### src/rtl/id_ex_reg.sv
// rtl/id_ex_reg.sv - decode-to-execute pipeline register with stall, flush and bubble counter
module id_ex_reg #(
    parameter int XLEN       = 32,
    parameter int REG_ADDR_W = 5,
    parameter int CNT_W      = 16
) (
    input  logic                  clk,
    input  logic                  reset,
    input  logic                  stall_e,
    input  logic                  flush_e,
    input  logic                  valid_d,
    input  logic                  regwrite_d,
    input  logic                  memwrite_d,
    input  logic                  jump_d,
    input  logic                  branch_d,
    input  logic                  alu_src_d,
    input  logic [1:0]            result_src_d,
    input  logic [3:0]            alu_control_d,
    input  logic [2:0]            branch_control_d,
    input  logic [XLEN-1:0]       rd1_d,
    input  logic [XLEN-1:0]       rd2_d,
    input  logic [XLEN-1:0]       pc_d,
    input  logic [XLEN-1:0]       pc_plus4_d,
    input  logic [XLEN-1:0]       imm_ext_d,
    input  logic [REG_ADDR_W-1:0] rs1_d,
    input  logic [REG_ADDR_W-1:0] rs2_d,
    input  logic [REG_ADDR_W-1:0] rd_d,
    output logic                  valid_e,
    output logic                  regwrite_e,
    output logic                  memwrite_e,
    output logic                  jump_e,
    output logic                  branch_e,
    output logic                  alu_src_e,
    output logic [1:0]            result_src_e,
    output logic [3:0]            alu_control_e,
    output logic [2:0]            branch_control_e,
    output logic [XLEN-1:0]       rd1_e,
    output logic [XLEN-1:0]       rd2_e,
    output logic [XLEN-1:0]       pc_e,
    output logic [XLEN-1:0]       pc_plus4_e,
    output logic [XLEN-1:0]       imm_ext_e,
    output logic [REG_ADDR_W-1:0] rs1_e,
    output logic [REG_ADDR_W-1:0] rs2_e,
    output logic [REG_ADDR_W-1:0] rd_e,
    output logic [CNT_W-1:0]      bubble_cnt
);

    logic capture;
    logic bubble_inc;
    logic cnt_full;

    // A bubble is either an explicit flush or a capture of an empty decode slot.
    assign capture    = !flush_e && !stall_e;
    assign bubble_inc = flush_e || (capture && !valid_d);
    assign cnt_full   = (bubble_cnt == {CNT_W{1'b1}});

    always_ff @(posedge clk) begin
        if (reset) begin
            valid_e          <= 1'b0;
            regwrite_e       <= 1'b0;
            memwrite_e       <= 1'b0;
            jump_e           <= 1'b0;
            branch_e         <= 1'b0;
            alu_src_e        <= 1'b0;
            result_src_e     <= '0;
            alu_control_e    <= '0;
            branch_control_e <= '0;
            rd1_e            <= '0;
            rd2_e            <= '0;
            pc_e             <= '0;
            pc_plus4_e       <= '0;
            imm_ext_e        <= '0;
            rs1_e            <= '0;
            rs2_e            <= '0;
            rd_e             <= '0;
        end else if (flush_e) begin
            valid_e          <= 1'b0;
            regwrite_e       <= 1'b0;
            memwrite_e       <= 1'b0;
            jump_e           <= 1'b0;
            branch_e         <= 1'b0;
            alu_src_e        <= 1'b0;
            result_src_e     <= '0;
            alu_control_e    <= '0;
            branch_control_e <= '0;
            rd1_e            <= '0;
            rd2_e            <= '0;
            pc_e             <= '0;
            pc_plus4_e       <= '0;
            imm_ext_e        <= '0;
            rs1_e            <= '0;
            rs2_e            <= '0;
            rd_e             <= '0;
        end else if (!stall_e) begin
            // Invalid slots keep their data but lose all side-effecting control.
            valid_e          <= valid_d;
            regwrite_e       <= valid_d && regwrite_d;
            memwrite_e       <= valid_d && memwrite_d;
            jump_e           <= valid_d && jump_d;
            branch_e         <= valid_d && branch_d;
            alu_src_e        <= valid_d && alu_src_d;
            result_src_e     <= valid_d ? result_src_d : 2'b00;
            alu_control_e    <= valid_d ? alu_control_d : 4'b0000;
            branch_control_e <= valid_d ? branch_control_d : 3'b000;
            rd1_e            <= rd1_d;
            rd2_e            <= rd2_d;
            pc_e             <= pc_d;
            pc_plus4_e       <= pc_plus4_d;
            imm_ext_e        <= imm_ext_d;
            rs1_e            <= rs1_d;
            rs2_e            <= rs2_d;
            rd_e             <= rd_d;
        end
    end

    always_ff @(posedge clk) begin
        if (reset) begin
            bubble_cnt <= '0;
        end else if (bubble_inc && !cnt_full) begin
            bubble_cnt <= bubble_cnt + 1'b1;
        end
    end

endmodule

### config.mk
export PLATFORM = sky130hd
export DESIGN_NAME = id_ex_reg
export DESIGN_NICKNAME = d
export VERILOG_FILES = /design/src/rtl/id_ex_reg.sv
export SDC_FILE = /design/constraint.sdc
export NUM_CORES = 1
export LEC_CHECK = 0
export ABC_CLOCK_PERIOD_IN_PS = 2300
export BUFFER_PORTS_ARGS = -buffer_cell sky130_fd_sc_hd__buf_4
export CORE_AREA = 2 2 156 158
export CTS_CLUSTER_SIZE = 25
export DETAILED_ROUTE_END_ITERATION = 16
export DIE_AREA = 0 0 158 160
export PLACE_DENSITY = 0.58
export SLEW_MARGIN = 0
export SYNTH_ARGS = -nofsm -noshare
export SYNTH_HDL_FRONTEND = slang
export SYNTH_SLANG_ARGS = --single-unit
### constraint.sdc
create_clock -name clk -period 2.3 [get_ports clk]
set_input_delay 0.575 -clock clk [delete_from_list [all_inputs] [get_ports clk]]
set_output_delay 0.575 -clock clk [all_outputs]
set_load 0.1 [all_outputs]
After elaboration in Yosys (flattened, before gate mapping) --
Cells that the tools add are included.
Storage, ports and cells: output and inout bits 206, bits of input ports 194, logic and storage cells 37, bits in registers 206
Cells by class: mux-type cells 3, eq/ne operators 1, reduce and logical (&&, ||, !) cells 14, $add $sub $neg 1
Operators by type and width (count):
- adder 16 x 1 -> 16 bit (second input constant) | 1
- == test 16 bit (second input constant) | 1
- logical AND 1 bit | 8
- zero test 1 bit | 4
- 2-to-1 mux 4 bit | 1
- 2-to-1 mux 3 bit | 1
- 2-to-1 mux 2 bit | 1
- OR reduction 2 bit | 1
- logical OR 1 bit | 1

Logic depth before layout (Yosys ltp) --
depth after elaboration 5, gate-level depth with buffers 6, gate-level depth less buffers 5

Worst setup path after synthesis --
No wires, ideal clock.
path type register to register, start register bubble_cnt[7], end register bubble_cnt[11], period minus slack after synthesis 2.675 ns, setup time 0.070 ns, arrival time 2.604 ns, setup slack -0.375 ns, cell stages (with the launch flop) 6, cell sequence dfxtp_1 nand4_1 or4b_1 clkbuf_2 or4_1 a21oi_1
On the way: longest elaborated chain between the ends 3, elaborated cells between the ends (all ways) 4, those cells by class add/sub: 1; eq/ne: 1; reduce/logical: 2
RTL lines:
- start, declared | line 45 | output logic [CNT_W-1:0] bubble_cnt
- start signal, assigned | line 120 | bubble_cnt <= bubble_cnt + 1'b1;
- branches (longest 3 deep; another with adder 16 x 1 -> 16 bit)
Parallel ways; which one is timed is not known. A chain may end at the register's enable or synchronous reset.

Final worst setup path --
start register bubble_cnt[15], end output bubble_cnt[15]
No word-level cell between the ends.

==> flow_metrics.env <==
export IMPL_status="finished, final reports clean"
export IMPL_cts_resized_gates=0
export IMPL_overflow=0
export IMPL_period_minus_slack_ps=1930
export IMPL_hold_viol_final=0
export IMPL_area_growth_synth_to_final_pct=55.5
export IMPL_layout_setup_ws_ps=370
export IMPL_power_uw=8900
export IMPL_grt_max_degree=97
export IMPL_clock_latency_ps=510
export IMPL_slew_violations=0
export IMPL_drive_gt1_share_pct=41.3
export IMPL_ant_nets=0
export IMPL_cts_setup_buffers=0
export IMPL_avgSynthCellArea_um2=10.4
export IMPL_grt_antenna_before_repair=0
export IMPL_crit_buf_inv=1
export IMPL_tritoncts="yes"
export IMPL_worst_ep_required_time_ps=1730
export IMPL_fp_row_count=57
export IMPL_cts_root_buf="clkbuf_16"
export IMPL_slowest_stage="dfxtp_1"
export IMPL_hold_path_class="input pin to register"
export IMPL_fp_dieH_um=160
export IMPL_rsz0062_at_grt="no"
export IMPL_leakage_uw=0.00557
export IMPL_synth_cell_types=37
export IMPL_seq_area_um2=4140
export IMPL_vias=6392
export IMPL_h_tree_depth=1
export IMPL_path_cells="buf_4"
export IMPL_gp_congestion=0.753
export IMPL_yosys_area_top_type_share_pct=55.9
export IMPL_async_reset_ff_share_pct=0
export IMPL_post_drt_via_cell_ratio=4.45
export IMPL_totalWireLength_um=22200
export IMPL_port_buffers=399
export IMPL_clk_path_buf_depth=3
export IMPL_setup_tns_final_ps=0
export IMPL_yosys_area_top_type="dfxtp_1"
export IMPL_critPathCaptureType="primary output"
export IMPL_whs_ps=296
export IMPL_pin_count=400
export IMPL_critPathMaxFanout=8
export IMPL_synthTopCellsByCount="dfxtp_1, nor2_1, mux2i_1"
export IMPL_first_global_vias=6308
export IMPL_pre_cts_ws_ps=117
export IMPL_multiInputGateArea_um2=3070
export IMPL_powerDensity_nw_per_um2=775
export IMPL_ys_seq_elements=206
export IMPL_tightest_slew_ps=777
export IMPL_synth_most_common_cell="dfxtp_1"
export IMPL_synth_edf_count=0
export IMPL_startpoint_type="register"
export IMPL_ys_flop_type="dfxtp_1"
export IMPL_setup_viol=0
export IMPL_slew_headroom_pct=48.2
export IMPL_synth_area_leaders="dfxtp_1, mux2i_1, nor2_1"
export IMPL_core_area_um2=23800
export IMPL_n_antenna_cell=0
export IMPL_cap_violations=0
export IMPL_die_x_um=158
export IMPL_clk_pin_slew_ps=60
export IMPL_layout_nets=1296
export IMPL_initial_utilization_pct=31.0
export IMPL_hold_buffers=0
export IMPL_fmax_mhz=518
export IMPL_ir_worst_vdd_v=0.000411
export IMPL_dieArea_um2=25300
export IMPL_placed_area_um2=10800
export IMPL_stdcell_area_um2=11500
export IMPL_ys_seq_area_share_pct=55.9
export IMPL_drc=0
export IMPL_fin_worst_skew_ps=5.50
export IMPL_arrival_ps=1350
export IMPL_fill_cells=2336
export IMPL_track_usage_pct=16.5
export IMPL_firstDrtPassIters=4
export IMPL_yosysWarnings=0
export IMPL_cts_sinks=206
export IMPL_drtIter0Drc=391
export IMPL_period_share_pct=83.9
export IMPL_netlist_area_um2=7380
export IMPL_drt_wirelength_per_cell_um=15.4
export IMPL_crit_family="flip-flops"
export IMPL_crit_type="register to primary output"
export IMPL_dp_hpwl_um=15700
export IMPL_critical_path_max_stage_delay_ps=490
export IMPL_synth_nets=908
export IMPL_cts_buffers=24
export IMPL_synthCells=713
export IMPL_grt_pass1_wl_um=33600
==> path summary, 6_finish.rpt <==
path                                             startpoint                          end  slack [ps]  cells after the start
worst max-delay path            bubble_cnt[15]$_SDFFE_PP0P_               bubble_cnt[15]         370                      1
worst min-delay path                              rd1_d[26]       rd1_e[26]$_SDFFE_PP0N_         300                      3
worst max register to register   bubble_cnt[6]$_SDFFE_PP0P_  bubble_cnt[11]$_SDFFE_PP0P_         380                      4
worst min register to register   bubble_cnt[5]$_SDFFE_PP0P_   bubble_cnt[5]$_SDFFE_PP0P_         470                      1
==> power breakdown <==
group          switching, uW  internal (uW)
Clock                   1420           2090
Sequential              59.6           3680
Combinational           1120            525
==> layout make-up <==
| class | instances | area share [%] |
|---|---|---|
| inverters | 3 | 0.0981 |
| clock buffers | 35 | 6.13 |
| flip-flops and latches | 206 | 36.1 |
| clock inverters | 3 | 0.153 |
| well taps | 324 | 3.53 |
| multi-input cells | 457 | 26.8 |
| repair buffers | 409 | 27.2 |
==> through the flow <==
step                cells  util (%)
floorplan             713         -
global placement     1399      45.2
detailed placement   1399      45.2
CTS                  1437      48.2
global route         1437      48.2
finish               1437      48.2
==> worst register-to-register path, cell delays in order (launching register included) <==
cell	delay, ps
dfxtp_2	360
nand4_1	210
or4b_1	640
or4_1	490
a21oi_1	140
==> kinds of logic (layout without fill, tap and decap cells) <==
family	after synthesis	in the layout	synth area share, %
and+or+nand+nor	237	237	13.3
DFF	206	206	55.9
muxes	178	178	24.2
buffers and inverters	50	450	2.56
AOI/OAI and AO/OA	41	41	3.98
adders and majority gates	1	1	0.169
==> placed cells by master (no fill, tap or decap), drive strengths merged, types with 4 or more instances in the layout <==
| cell | count |
|---|---|
| buf | 409 |
| dfxtp | 206 |
| nor2 | 197 |
| mux2i | 176 |
| clkbuf | 35 |
| a22oi | 14 |
| nand2 | 10 |
| a21oi | 8 |
| nand4 | 4 |
| nand3 | 4 |
| nor4 | 4 |
==> sequential cells by signal, summed over array words and instances (netlist names) <==
name              count
rd1_e                32
jump_e                1
bubble_cnt           16
alu_src_e             1
rs1_e                 5
branch_e              1
rd_e                  5
branch_control_e      3
pc_e                 32
pc_plus4_e           32
rd2_e                32
imm_ext_e            32
alu_control_e         4
rs2_e                 5
result_src_e          2
valid_e               1
memwrite_e            1
regwrite_e            1
==> routing by layer <==
layer | GRT usage (%) | vias to the layer above | share of wire [%]
li1 | - | 3194 | -
met1 | 18.7 | 2881 | 39
met2 | 28.3 | 286 | 47
met3 | 7.00 | 31 | 12
met4 | 4.26 | 0 | 1.9
met5 | 0 | - | 0
Note: power is estimated with default switching activity, not from simulation.
